## config.mk

```make
export PLATFORM = sky130hd
export DESIGN_NAME = change_dispenser_ctrl_flat
export DESIGN_NICKNAME = d
export VERILOG_FILES = /design/src/rtl/change_dispenser_if.sv /design/src/rtl/change_dispenser_ctrl.sv /design/src/flat_wrapper.sv
export SDC_FILE = /design/constraint.sdc
export NUM_CORES = 1
export LEC_CHECK = 0
export ABC_AREA = 1
export CAP_MARGIN = 20
export CORE_ASPECT_RATIO = 0.8
export CORE_UTILIZATION = 50
export CTS_CLUSTER_DIAMETER = 60
export DETAILED_ROUTE_END_ITERATION = 16
export DONT_BUFFER_PORTS = 1
export PLACE_DENSITY = 0.66
export RECOVER_POWER = 25
export SETUP_SLACK_MARGIN = 0.5
export SLEW_MARGIN = 20
export SYNTH_ARGS = -nofsm -noshare
export SYNTH_HDL_FRONTEND = slang
export SYNTH_SLANG_ARGS = --single-unit
```

## constraint.sdc

```tcl
create_clock -name clk -period 3 [get_ports clk]
set_clock_uncertainty 0.2 [all_clocks]
set_input_delay 0 -clock clk [delete_from_list [all_inputs] [get_ports clk]]
set_output_delay 0 -clock clk [all_outputs]
set_load 0.02 [all_outputs]
```

## src/rtl/change_dispenser_if.sv

```systemverilog
// change_dispenser_if: vending-FSM and hopper-side signals of the change dispenser.
// master drives requests, acks and refills; slave is the dispenser controller.
interface change_dispenser_if #(
    parameter int AMT_W = 8,
    parameter int INV_W = 6
);
    logic             change_req;
    logic [AMT_W-1:0] change_amt;
    logic             coin_ack;
    logic             refill_50;
    logic             refill_10;
    logic             eject_50;
    logic             eject_10;
    logic             busy;
    logic             done;
    logic             short;
    logic [AMT_W-1:0] short_amt;
    logic             jam;
    logic [INV_W-1:0] inv50;
    logic [INV_W-1:0] inv10;
    modport master (
        output change_req, change_amt, coin_ack, refill_50, refill_10,
        input  eject_50, eject_10, busy, done, short, short_amt, jam, inv50, inv10
    );
    modport slave (
        input  change_req, change_amt, coin_ack, refill_50, refill_10,
        output eject_50, eject_10, busy, done, short, short_amt, jam, inv50, inv10
    );
endinterface

```

## src/rtl/change_dispenser_ctrl.sv

```systemverilog
// change_dispenser_ctrl: pays change one coin per hopper ack, $50 first, $10 fallback, reports shortfall.
// Optional CHANGE_JAM_DETECT_EN: an ack timeout enters a sticky FAULT state and raises jam.
module change_dispenser_ctrl #(
    parameter int AMT_W       = 8,
    parameter int INV_W       = 6,
    parameter int INV50_INIT  = 10,
    parameter int INV10_INIT  = 20,
    parameter int ACK_TIMEOUT = 15
) (
    input logic               clk,
    input logic               reset,
    change_dispenser_if.slave bus
);
    typedef enum logic [2:0] {
        IDLE, DECIDE, EJECT, WAIT_ACK, DONE
`ifdef CHANGE_JAM_DETECT_EN
        , FAULT
`endif
    } state_t;

    localparam logic [AMT_W-1:0] C50 = AMT_W'(5);
    localparam logic [AMT_W-1:0] C10 = AMT_W'(1);

    state_t           state, state_d;
    logic [AMT_W-1:0] rem, short_amt;
    logic [INV_W-1:0] inv50, inv10;
    logic             sel50, short_f, pick50, pick10, timeout, eject_50, eject_10;

    // Refill and eject in the same cycle cancel; refills saturate at full scale.
    function automatic logic [INV_W-1:0] inv_upd(input logic [INV_W-1:0] c, input logic inc, input logic dec);
        return (inc && !dec && c != '1) ? c + 1'b1 : (dec && !inc) ? c - 1'b1 : c;
    endfunction

    assign pick50   = rem >= C50 && inv50 != '0;
    assign pick10   = rem != '0 && inv10 != '0;
    assign eject_50 = state == EJECT && sel50;
    assign eject_10 = state == EJECT && !sel50;

    always_ff @(posedge clk)
        state <= !reset ? IDLE : state_d;

    always_comb begin
        state_d = state;
        case (state)
            IDLE:     state_d = bus.change_req ? DECIDE : IDLE;
            DECIDE:   state_d = (pick50 || pick10) ? EJECT : DONE;
            EJECT:    state_d = WAIT_ACK;
`ifdef CHANGE_JAM_DETECT_EN
            WAIT_ACK: state_d = bus.coin_ack ? DECIDE : timeout ? FAULT : WAIT_ACK;
`else
            WAIT_ACK: state_d = bus.coin_ack ? DECIDE : WAIT_ACK;
`endif
            DONE:     state_d = IDLE;
            default:  state_d = state;
        endcase
    end

    always_ff @(posedge clk) begin
        if (!reset) begin
            rem       <= '0;
            sel50     <= 1'b0;
            short_f   <= 1'b0;
            short_amt <= '0;
            inv50     <= INV_W'(INV50_INIT);
            inv10     <= INV_W'(INV10_INIT);
        end else begin
            if (state == IDLE && bus.change_req) begin
                rem       <= bus.change_amt;
                short_f   <= 1'b0;
                short_amt <= '0;
            end
            if (state == DECIDE)
                sel50 <= pick50;
            if ((state == DECIDE && !pick50 && !pick10 && rem != '0) || timeout) begin
                short_f   <= 1'b1;
                short_amt <= rem;
            end
            if (state == WAIT_ACK && bus.coin_ack)
                rem <= rem - (sel50 ? C50 : C10);
            inv50 <= inv_upd(inv50, bus.refill_50, eject_50);
            inv10 <= inv_upd(inv10, bus.refill_10, eject_10);
        end
    end

`ifdef CHANGE_JAM_DETECT_EN
    localparam int TW = $clog2(ACK_TIMEOUT + 1);
    logic [TW-1:0] tmr;
    logic          jam, fault_done;
    assign timeout = state == WAIT_ACK && !bus.coin_ack && tmr == TW'(ACK_TIMEOUT - 1);
    always_ff @(posedge clk) begin
        if (!reset) begin
            tmr        <= '0;
            jam        <= 1'b0;
            fault_done <= 1'b0;
        end else begin
            tmr        <= state == WAIT_ACK ? tmr + 1'b1 : '0;
            jam        <= jam | timeout;
            fault_done <= timeout;
        end
    end
    assign bus.jam  = jam;
    assign bus.done = state == DONE || fault_done;
`else
    assign timeout  = 1'b0;
    assign bus.jam  = 1'b0;
    assign bus.done = state == DONE;
`endif

    assign bus.eject_50  = eject_50;
    assign bus.eject_10  = eject_10;
    assign bus.busy      = state != IDLE;
    assign bus.short     = short_f;
    assign bus.short_amt = short_amt;
    assign bus.inv50     = inv50;
    assign bus.inv10     = inv10;
endmodule

```

## src/flat_wrapper.sv

```systemverilog
// flat-port wrapper written by rule: the top's interface ports become plain ports
module change_dispenser_ctrl_flat 
#(
    parameter int AMT_W       = 8,
    parameter int INV_W       = 6,
    parameter int INV50_INIT  = 10,
    parameter int INV10_INIT  = 20,
    parameter int ACK_TIMEOUT = 15
)
  (clk, reset, bus_change_req, bus_change_amt, bus_coin_ack, bus_refill_50, bus_refill_10, bus_eject_50, bus_eject_10, bus_busy, bus_done, bus_short, bus_short_amt, bus_jam, bus_inv50, bus_inv10);
  change_dispenser_if #(.AMT_W(AMT_W), .INV_W(INV_W)) bus_i ();
  input logic clk;
  input logic reset;
  input wire logic [$bits(bus_i.change_req)-1:0] bus_change_req;
  input wire logic [$bits(bus_i.change_amt)-1:0] bus_change_amt;
  input wire logic [$bits(bus_i.coin_ack)-1:0] bus_coin_ack;
  input wire logic [$bits(bus_i.refill_50)-1:0] bus_refill_50;
  input wire logic [$bits(bus_i.refill_10)-1:0] bus_refill_10;
  output wire logic [$bits(bus_i.eject_50)-1:0] bus_eject_50;
  output wire logic [$bits(bus_i.eject_10)-1:0] bus_eject_10;
  output wire logic [$bits(bus_i.busy)-1:0] bus_busy;
  output wire logic [$bits(bus_i.done)-1:0] bus_done;
  output wire logic [$bits(bus_i.short)-1:0] bus_short;
  output wire logic [$bits(bus_i.short_amt)-1:0] bus_short_amt;
  output wire logic [$bits(bus_i.jam)-1:0] bus_jam;
  output wire logic [$bits(bus_i.inv50)-1:0] bus_inv50;
  output wire logic [$bits(bus_i.inv10)-1:0] bus_inv10;
  assign bus_i.change_req = bus_change_req;
  assign bus_i.change_amt = bus_change_amt;
  assign bus_i.coin_ack = bus_coin_ack;
  assign bus_i.refill_50 = bus_refill_50;
  assign bus_i.refill_10 = bus_refill_10;
  assign bus_eject_50 = bus_i.eject_50;
  assign bus_eject_10 = bus_i.eject_10;
  assign bus_busy = bus_i.busy;
  assign bus_done = bus_i.done;
  assign bus_short = bus_i.short;
  assign bus_short_amt = bus_i.short_amt;
  assign bus_jam = bus_i.jam;
  assign bus_inv50 = bus_i.inv50;
  assign bus_inv10 = bus_i.inv10;
  change_dispenser_ctrl #(.AMT_W(AMT_W), .INV_W(INV_W), .INV50_INIT(INV50_INIT), .INV10_INIT(INV10_INIT), .ACK_TIMEOUT(ACK_TIMEOUT)) u_core (.clk(clk), .reset(reset), .bus(bus_i));
endmodule
```

==> results.sh, run 1 <==
export IMPL_top_layer_used="met4"
export IMPL_critPathKind="register to register"
export IMPL_yosys_area_top_type="dfxtp_1"
export IMPL_core_sq_mm=0.00393
export IMPL_synth_seq_cells=33
export IMPL_cts_root_buf="clkbuf_8"
export IMPL_endpoint="u_core.bus.inv10[5]"
export IMPL_maxSlewViolCount=0
export IMPL_power_mw=1.81
export IMPL_nNetsFinal=346
export IMPL_tightest_slew_ps=738
export IMPL_rsz0062_at_grt="no"
export IMPL_drtIter0Drc=124
export IMPL_dp_slack_ps=497
export IMPL_cp_common_cell="nand2_1"
export IMPL_clk_pin_slew_worst_paths_ps=70
export IMPL_power_leakage_nw=1.07
export IMPL_drtAntennaViolNets=0
export IMPL_ir_worst_vdd_v=0.000384
export IMPL_drc_errors=0
export IMPL_wl_met3_microns=279
export IMPL_powerDensity_mw_per_mm2=721
export IMPL_postLayoutSetupSlackWorst_ps=607
export IMPL_slowest_stage="dfxtp_1"
export IMPL_routed_via_density=5.21
export IMPL_critical_path_top_delay_family="compound AO/OA/AOI/OAI gates"
export IMPL_antenna_found_initial=0
export IMPL_yosys_top_cells_area="dfxtp_1 (31%), nand2_1 (8.8%), nand3_1 (7.5%)"
export IMPL_start_util=0.541
export IMPL_cts_tree="yes"
export IMPL_status="finished, final reports clean"
export IMPL_max_freq_mhz=418
export IMPL_multiInputGateArea_sq_mm=0.00134
export IMPL_setup_tns_ps=0
export IMPL_grt_first_pass_wirelength_microns=8080
export IMPL_crit_arrival_ps=2370
export IMPL_dieArea_sq_mm=0.00452
export IMPL_layout_common_cells="nand2_1 (50), nor2_1 (32), nand3_1 (32)"
export IMPL_chipWidth_microns=74.9
export IMPL_io_pins=40
export IMPL_m1WireLength_microns=2670
export IMPL_regArea_sq_um=666
export IMPL_gp_congestion=0.873
export IMPL_max_slew_margin=0.504
export IMPL_vias=1947
export IMPL_synth_warnings=0
export IMPL_drtPass1Iterations=4
export IMPL_drive_above_1_share=0.169
export IMPL_cts_htree_levels=2
export IMPL_rows=20
export IMPL_wirelength_microns=4920
export IMPL_reg2reg_depth=10
export IMPL_cp_startpoint="u_core.bus.inv10[2]"
export IMPL_crit_fanout=7
export IMPL_cts_buffers=5
export IMPL_fin_crit_sh=0.798
export IMPL_wl_met2_microns=1930
export IMPL_syn_area_per_cell_sq_um=7.14
export IMPL_grt_use_total=0.239
export IMPL_grt_start_max_net_pins=18
export IMPL_yosysSeqAreaShare=0.311
export IMPL_path_cells="nand4_1 -> o21ai_4 -> ha_1 -> a21o_1 -> a21oi_2 -> inv_1 -> nand2_1 -> nand3_1 -> nand2_1 -> nor2_1"
export IMPL_syn2layout_area_growth_pct=18.2
export IMPL_start_kind="register"
export IMPL_rrSetupSlack_ps=610
export IMPL_hold_viol=0
export IMPL_yosys_area_top_type_share=0.311
export IMPL_synth_distinct_cells=38
export IMPL_numPortBuffers=0
export IMPL_fp_dieH_microns=60.3
export IMPL_drt_wirelength_per_cell_microns=13.1
export IMPL_syn_inst=298
export IMPL_rr_endpoint="u_core.bus.inv10[5]"
export IMPL_syn_nets=326
export IMPL_drv_cap=0
export IMPL_grt_pass1_vias=1718
export IMPL_hp_class="register to register"
export IMPL_final_common_cell="nand2_1"
export IMPL_rr_startpoint="u_core.bus.inv10[2]"
export IMPL_antenna_cells=0
export IMPL_clk_path_buf_depth=2
export IMPL_synth_area_sq_mm=0.00213
export IMPL_fin_crit_ps=2390
export IMPL_hpwl_microns=3480
export IMPL_setup_viol=0
export IMPL_cp_depth=10
export IMPL_hold_path_startpoint="u_core.rem[7]"
export IMPL_required_ps=2980
export IMPL_gr_total_overflow=0
export IMPL_cp_num_buf_inv=1
export IMPL_fill_cells=374
export IMPL_crit_path_end_kind="register"
export IMPL_clk_latency_ps=280
export IMPL_slowest_delay_ps=570
export IMPL_hold_slack_ps=302
export IMPL_cts_sinks=33
## registers in the layout, indices dropped and copies added (netlist names)
name / cells
u_core.sel50: 1
u_core.state: 3
u_core.bus.short_amt: 8
u_core.bus.inv50: 6
u_core.bus.inv10: 6
u_core.bus.short: 1
u_core.rem: 8
## cell type report
type / count / area share
Clock inverter: 3 / 0.0184
Tap cell: 55 / 0.0274
Timing Repair Buffer: 18 / 0.0687
Multi-Input combinational cell: 223 / 0.534
Sequential cell: 33 / 0.265
Inverter: 37 / 0.0592
Clock buffer: 5 / 0.0274
## Yosys cell counts
master / count
nand4_1: 8
a211oi_1: 1
inv_1: 27
nand2_2: 5
nand2_4: 5
clkinv_1: 1
inv_4: 2
a21o_1: 1
inv_2: 6
a31oi_1: 3
clkinv_4: 1
o21ai_2: 2
nor2_1: 33
or2_2: 1
o211ai_1: 1
clkbuf_1: 1
nand3_2: 1
nand3b_1: 1
a221oi_2: 1
conb_1: 1
o21a_1: 1
ha_1: 12
dfxtp_1: 33
nor2_4: 4
nand2_1: 50
o21ai_0: 13
fa_1: 2
buf_4: 2
buf_2: 2
a21oi_1: 28
nor3_4: 1
nor3_1: 1
xor2_1: 2
nand4_2: 1
nand3_1: 32
xnor2_1: 4
nor2_2: 3
o21ai_1: 5
## metrics by stage
stage,area [sq um],utilization,cells
floorplan,2130,-,298
finish,2510,0.640,374
global placement,2170,0.554,349
global route,2510,0.640,374
detailed placement,2170,0.554,349
CTS,2460,0.626,372
## where the power goes
group	switching (mW)	total, mW	leakage (nW)	internal [mW]
Clock	0.173	0.422	0.0543	0.248
Combinational	0.452	0.736	0.748	0.284
Sequential	0.147	0.655	0.273	0.507
Total	0.773	1.81	1.07	1.04
## how the worst min path moves through the flow
stage | slack, ps | end | cells after the start
2_1_floorplan | -60 | u_core.bus.inv50[0] | 2
3_3_place_gp | -110 | u_core.bus.inv50[3] | 1
3_5_place_dp | -110 | u_core.bus.inv50[3] | 1
4_1_cts | 300 | u_core.rem[6] | 2
5_1_grt | 320 | u_core.rem[6] | 2
6_report | 300 | u_core.bus.short_amt[7] | 2
## tightest hold or removal path, delay by kind of cell (launching register included)
family / cells / cell delay (ps)
flops: 1 / 330
simple gates: 1 / 70
compound gates: 1 / 60
## repair_timing
| item | CTS | global route |
|---|---|---|
| gates resized for setup | 3 | 14 |
| hold buffers | 15 | 0 |
| endpoints found under the hold margin | 33 | 0 |
| pin swaps | 1 | 3 |
| setup endpoints to repair | 1 | 3 |
| buffers inserted | 0 | 2 |
## layer usage
layer | vias to the layer above | GRT usage
li1 | 1034 | -
met1 | 864 | 0.357
met2 | 44 | 0.329
met3 | 5 | 0.0797
met4 | 0 | 0.0566
met5 | - | 0
## kinds of logic after synthesis
group / after synthesis / synth area share
AO/OA/AOI/OAI: 56 / 0.146
XOR/XNOR: 6 / 0.0247
adder cells (fa/ha/maj): 14 / 0.0894
buffers and inverters: 42 / 0.0835
flip-flops: 33 / 0.311
other: 1 / 0.00176
AND/OR/NAND/NOR: 146 / 0.344
(Power assumes the default switching activity.)
==> run 2, diff against run 1 <==
--- a/config.mk
+++ b/config.mk
@@ -5,7 +5,7 @@
 export SDC_FILE = /design/constraint.sdc
 export NUM_CORES = 1
 export LEC_CHECK = 0
-export ABC_AREA = 1
+export ABC_AREA = 0
 export CAP_MARGIN = 20
 export CORE_ASPECT_RATIO = 0.8
 export CORE_UTILIZATION = 50
==> constraint.sdc (replaced) <==
create_clock -name clk -period 2.45 [get_ports clk]
set_clock_uncertainty 0.2 [all_clocks]
set_input_delay 0 -clock clk [delete_from_list [all_inputs] [get_ports clk]]
set_output_delay 0 -clock clk [all_outputs]
set_load 0.02 [all_outputs]
==> run 2 against run 1 <==
Compared with the run above:
- the flow now finishes with violations (setup timing)
- largest power group unchanged
- power grew 34%
- combinational power is 59% higher
- wire length grew 54%
- first-iteration DRC count increased by 73%
- highest routed layer unchanged
- clock power rose by 28%
- final cell count up 0.53%
- flip-flop and latch count unchanged
- die area shrank 2.2%
==> results.sh, run 2 <==
export IMPL_placement_cell_area_sq_mm=0.00242
export IMPL_crit_path_end_kind="register"
export IMPL_final_common_cell="buf_4"
export IMPL_synth_area_sq_mm=0.00208
export IMPL_fin_crit_ps=2490
export IMPL_maxSlewViolCount=0
export IMPL_cts_tree="yes"
export IMPL_grt_first_pass_wirelength_microns=10800
export IMPL_yosysSeqAreaShare=0.318
export IMPL_drv_cap=0
export IMPL_drtPass1Iterations=5
export IMPL_synth_seq_cells=33
export IMPL_postLayoutSetupSlackWorst_ps=-35.5
export IMPL_synthArstFlopShare=0
export IMPL_yosysMostFrequentCell="dfxtp_1"
export IMPL_clk_pin_slew_worst_paths_ps=80
export IMPL_final_area_sq_mm=0.00329
export IMPL_synth_edff_count=0
export IMPL_grt_pass1_vias=2327
export IMPL_cts_buffers=5
export IMPL_yosys_area_top_type="dfxtp_1"
export IMPL_fp_dieH_microns=59.7
export IMPL_rr_endpoint="u_core.bus.inv10[5]"
export IMPL_rows=20
export IMPL_yosys_top_cells_area="dfxtp_1 (32%), ha_1 (7.2%), nand2_1 (4.2%)"
export IMPL_synth_warnings=0
export IMPL_status="finished with violations"
export IMPL_start_util=0.536
export IMPL_hpwl_microns=4000
export IMPL_clk_path_buf_depth=2
export IMPL_io_pins=40
export IMPL_syn2layout_area_growth_pct=58.3
export IMPL_power_leakage_nw=1.24
export IMPL_violations="setup timing"
export IMPL_yosys_area_top_type_share=0.318
export IMPL_synth_distinct_cells=59
export IMPL_powerDensity_mw_per_mm2=737
export IMPL_cp_startpoint="u_core.state[0]"
export IMPL_critPathKind="register to register"
export IMPL_drc_errors=0
export IMPL_wirelength_microns=7580
export IMPL_rrSetupSlack_ps=-40
export IMPL_fin_crit_sh=1.01
export IMPL_numPortBuffers=0
export IMPL_rr_startpoint="u_core.state[0]"
export IMPL_dieArea_sq_mm=0.00442
export IMPL_drtAntennaViolNets=0
export IMPL_drtIter0Drc=214
export IMPL_vias=2456
export IMPL_fill_cells=209
export IMPL_dp_slack_ps=-19.0
export IMPL_top_regs="u_core.bus.short_amt (8), u_core.rem (8)"
export IMPL_required_ps=2490
export IMPL_syn_area_per_cell_sq_um=8.31
export IMPL_core_sq_mm=0.00388
export IMPL_gp_congestion=0.890
export IMPL_grt_start_max_net_pins=18
export IMPL_max_freq_mhz=402
export IMPL_endpoint="u_core.bus.inv10[5]"
export IMPL_internal_power_mw=1.49
export IMPL_p_sw_uw=936
export IMPL_grt_use_total=0.329
export IMPL_hold_viol=0
export IMPL_antenna_cells=0
export IMPL_routed_via_density=6.53
export IMPL_netSwitchingFraction=0.386
export IMPL_hold_slack_ps=188
export IMPL_synthTopCellsByCount="dfxtp_1 (33), nand2_1 (23), nor2_1 (18)"
export IMPL_rsz0062_at_grt="yes"
export IMPL_crit_arrival_ps=2530
export IMPL_layout_common_cells="buf_4 (32), dlygate4sd3_1 (27), nand2_1 (21)"
export IMPL_cts_sinks=33
export IMPL_cts_htree_levels=2
export IMPL_start_kind="register"
export IMPL_drive_above_1_share=0.393
export IMPL_chipWidth_microns=74.1
export IMPL_clkPwrFrac=0.223
export IMPL_drt_wirelength_per_cell_microns=20.2
export IMPL_crit_fanout=8
export IMPL_gr_total_overflow=0
export IMPL_p_comb_frac=0.482
export IMPL_ir_worst_vdd_v=0.000443
export IMPL_max_slew_margin=0.491
export IMPL_seq_power_share=0.295
export IMPL_clk_latency_ps=300
export IMPL_tightest_slew_ps=761
export IMPL_cts_root_buf="clkbuf_8"
export IMPL_reg2reg_depth=8
export IMPL_syn_nets=278
export IMPL_setup_viol=1
export IMPL_syn_inst=250
export IMPL_hp_class="input pin to register"
export IMPL_antenna_found_initial=0
export IMPL_nNetsFinal=348
export IMPL_synth_flop_cell="dfxtp_1"
## run 2: changes by cell type after synthesis, moves of 6 or more
cell	delta
clkbuf_1	+9
inv_1	-20
mux2i_1	+6
inv_2	-6
nand3_1	-17
nand2_1	-27
nor2_1	-15
a21oi_1	-17
nor3_1	+10
## run 2: what timing repair did
| action | in CTS | in global routing |
|---|---|---|
| cloned | 0 | 2 |
| buffers inserted | 11 | 15 |
| hold endpoints to repair | 33 | 0 |
| gates resized for setup | 25 | 43 |
| hold buffers | 27 | 0 |
| endpoints found under the setup margin | 26 | 27 |
| pin swaps | 12 | 35 |
## run 2: final cells by class
| cell class | instances | area (sq um) | share of cell area |
|---|---|---|---|
| clock buffer | 5 | 68.8 | 0.0209 |
| clock inverter | 3 | 46.3 | 0.0141 |
| inverter | 9 | 60.1 | 0.0183 |
| multi-input combinational | 197 | 1650 | 0.503 |
| sequential | 33 | 693 | 0.211 |
| tap | 55 | 68.8 | 0.0209 |
| timing repair buffer | 74 | 699 | 0.213 |
## run 2: worst min path at each step
stage	slack [ps]	cells after the start	start	endpoint
4_1_cts	170	3	reset	u_core.bus.short_amt[6]
6_report	190	3	reset	u_core.bus.short_amt[1]
3_5_place_dp	-120	1	reset	u_core.bus.inv50[1]
3_3_place_gp	-110	1	reset	u_core.bus.inv50[1]
5_1_grt	210	3	reset	u_core.bus.short_amt[1]
2_1_floorplan	-60	2	bus_change_amt[4]	u_core.rem[4]
## run 2: cells by family (layout without fill, tap and decap cells)
| logic type | Yosys count | in the layout | share of synthesized area |
|---|---|---|---|
| buffers and inverters | 21 | 91 | 0.0434 |
| AOI/OAI and AO/OA | 65 | 65 | 0.219 |
| and+or+nand+nor | 104 | 105 | 0.272 |
| xor gates and xnor gates | 5 | 5 | 0.0211 |
| other | 1 | 1 | 0.00180 |
| adders and majority gates | 14 | 14 | 0.0915 |
| muxes | 7 | 7 | 0.0343 |
| DFF | 33 | 33 | 0.318 |
## run 2: stage by stage
| stage | setup TNS [ps] | cells | util | power [mW] |
|---|---|---|---|---|
| floorplan | 0 | 250 | - | 1.30 |
| global placement | 0 | 313 | 0.624 | 1.48 |
| detailed placement | -19.0 | 313 | 0.624 | 1.52 |
| CTS | 0 | 359 | 0.772 | 2.20 |
| global route | -102 | 376 | 0.848 | 2.52 |
| finish | -35.5 | 376 | 0.848 | 2.42 |
## run 2: worst max-delay path: stages (launching register included)
cell      delay (ps)
dfxtp_2          330
or4b_4           550
o311a_4          180
clkinv_8          80
ha_4             190
a211o_1          270
a211o_1          310
a22o_1           240
nand3_1           80
## run 2: power groups by stage
| stage | Sequential, mW | Clock [mW] | Combinational (mW) |
|---|---|---|---|
| final | 0.714 | 0.542 | 1.17 |
| after CTS | 0.703 | 0.542 | 0.959 |
| after floorplan | 0.752 | 0 | 0.548 |
| after global routing | 0.723 | 0.564 | 1.24 |
| after global placement | 0.708 | 0 | 0.770 |
| after detailed placement | 0.715 | 0 | 0.808 |
## run 2: metal layers
metal / up-vias / track usage / part of all wire
met5: - / 0 / 0
met1: 1180 / 0.376 / 0.39
li1: 1083 / - / -
met3: 41 / 0.0776 / 0.066
met4: 0 / 0.154 / 0.039
met2: 152 / 0.581 / 0.50
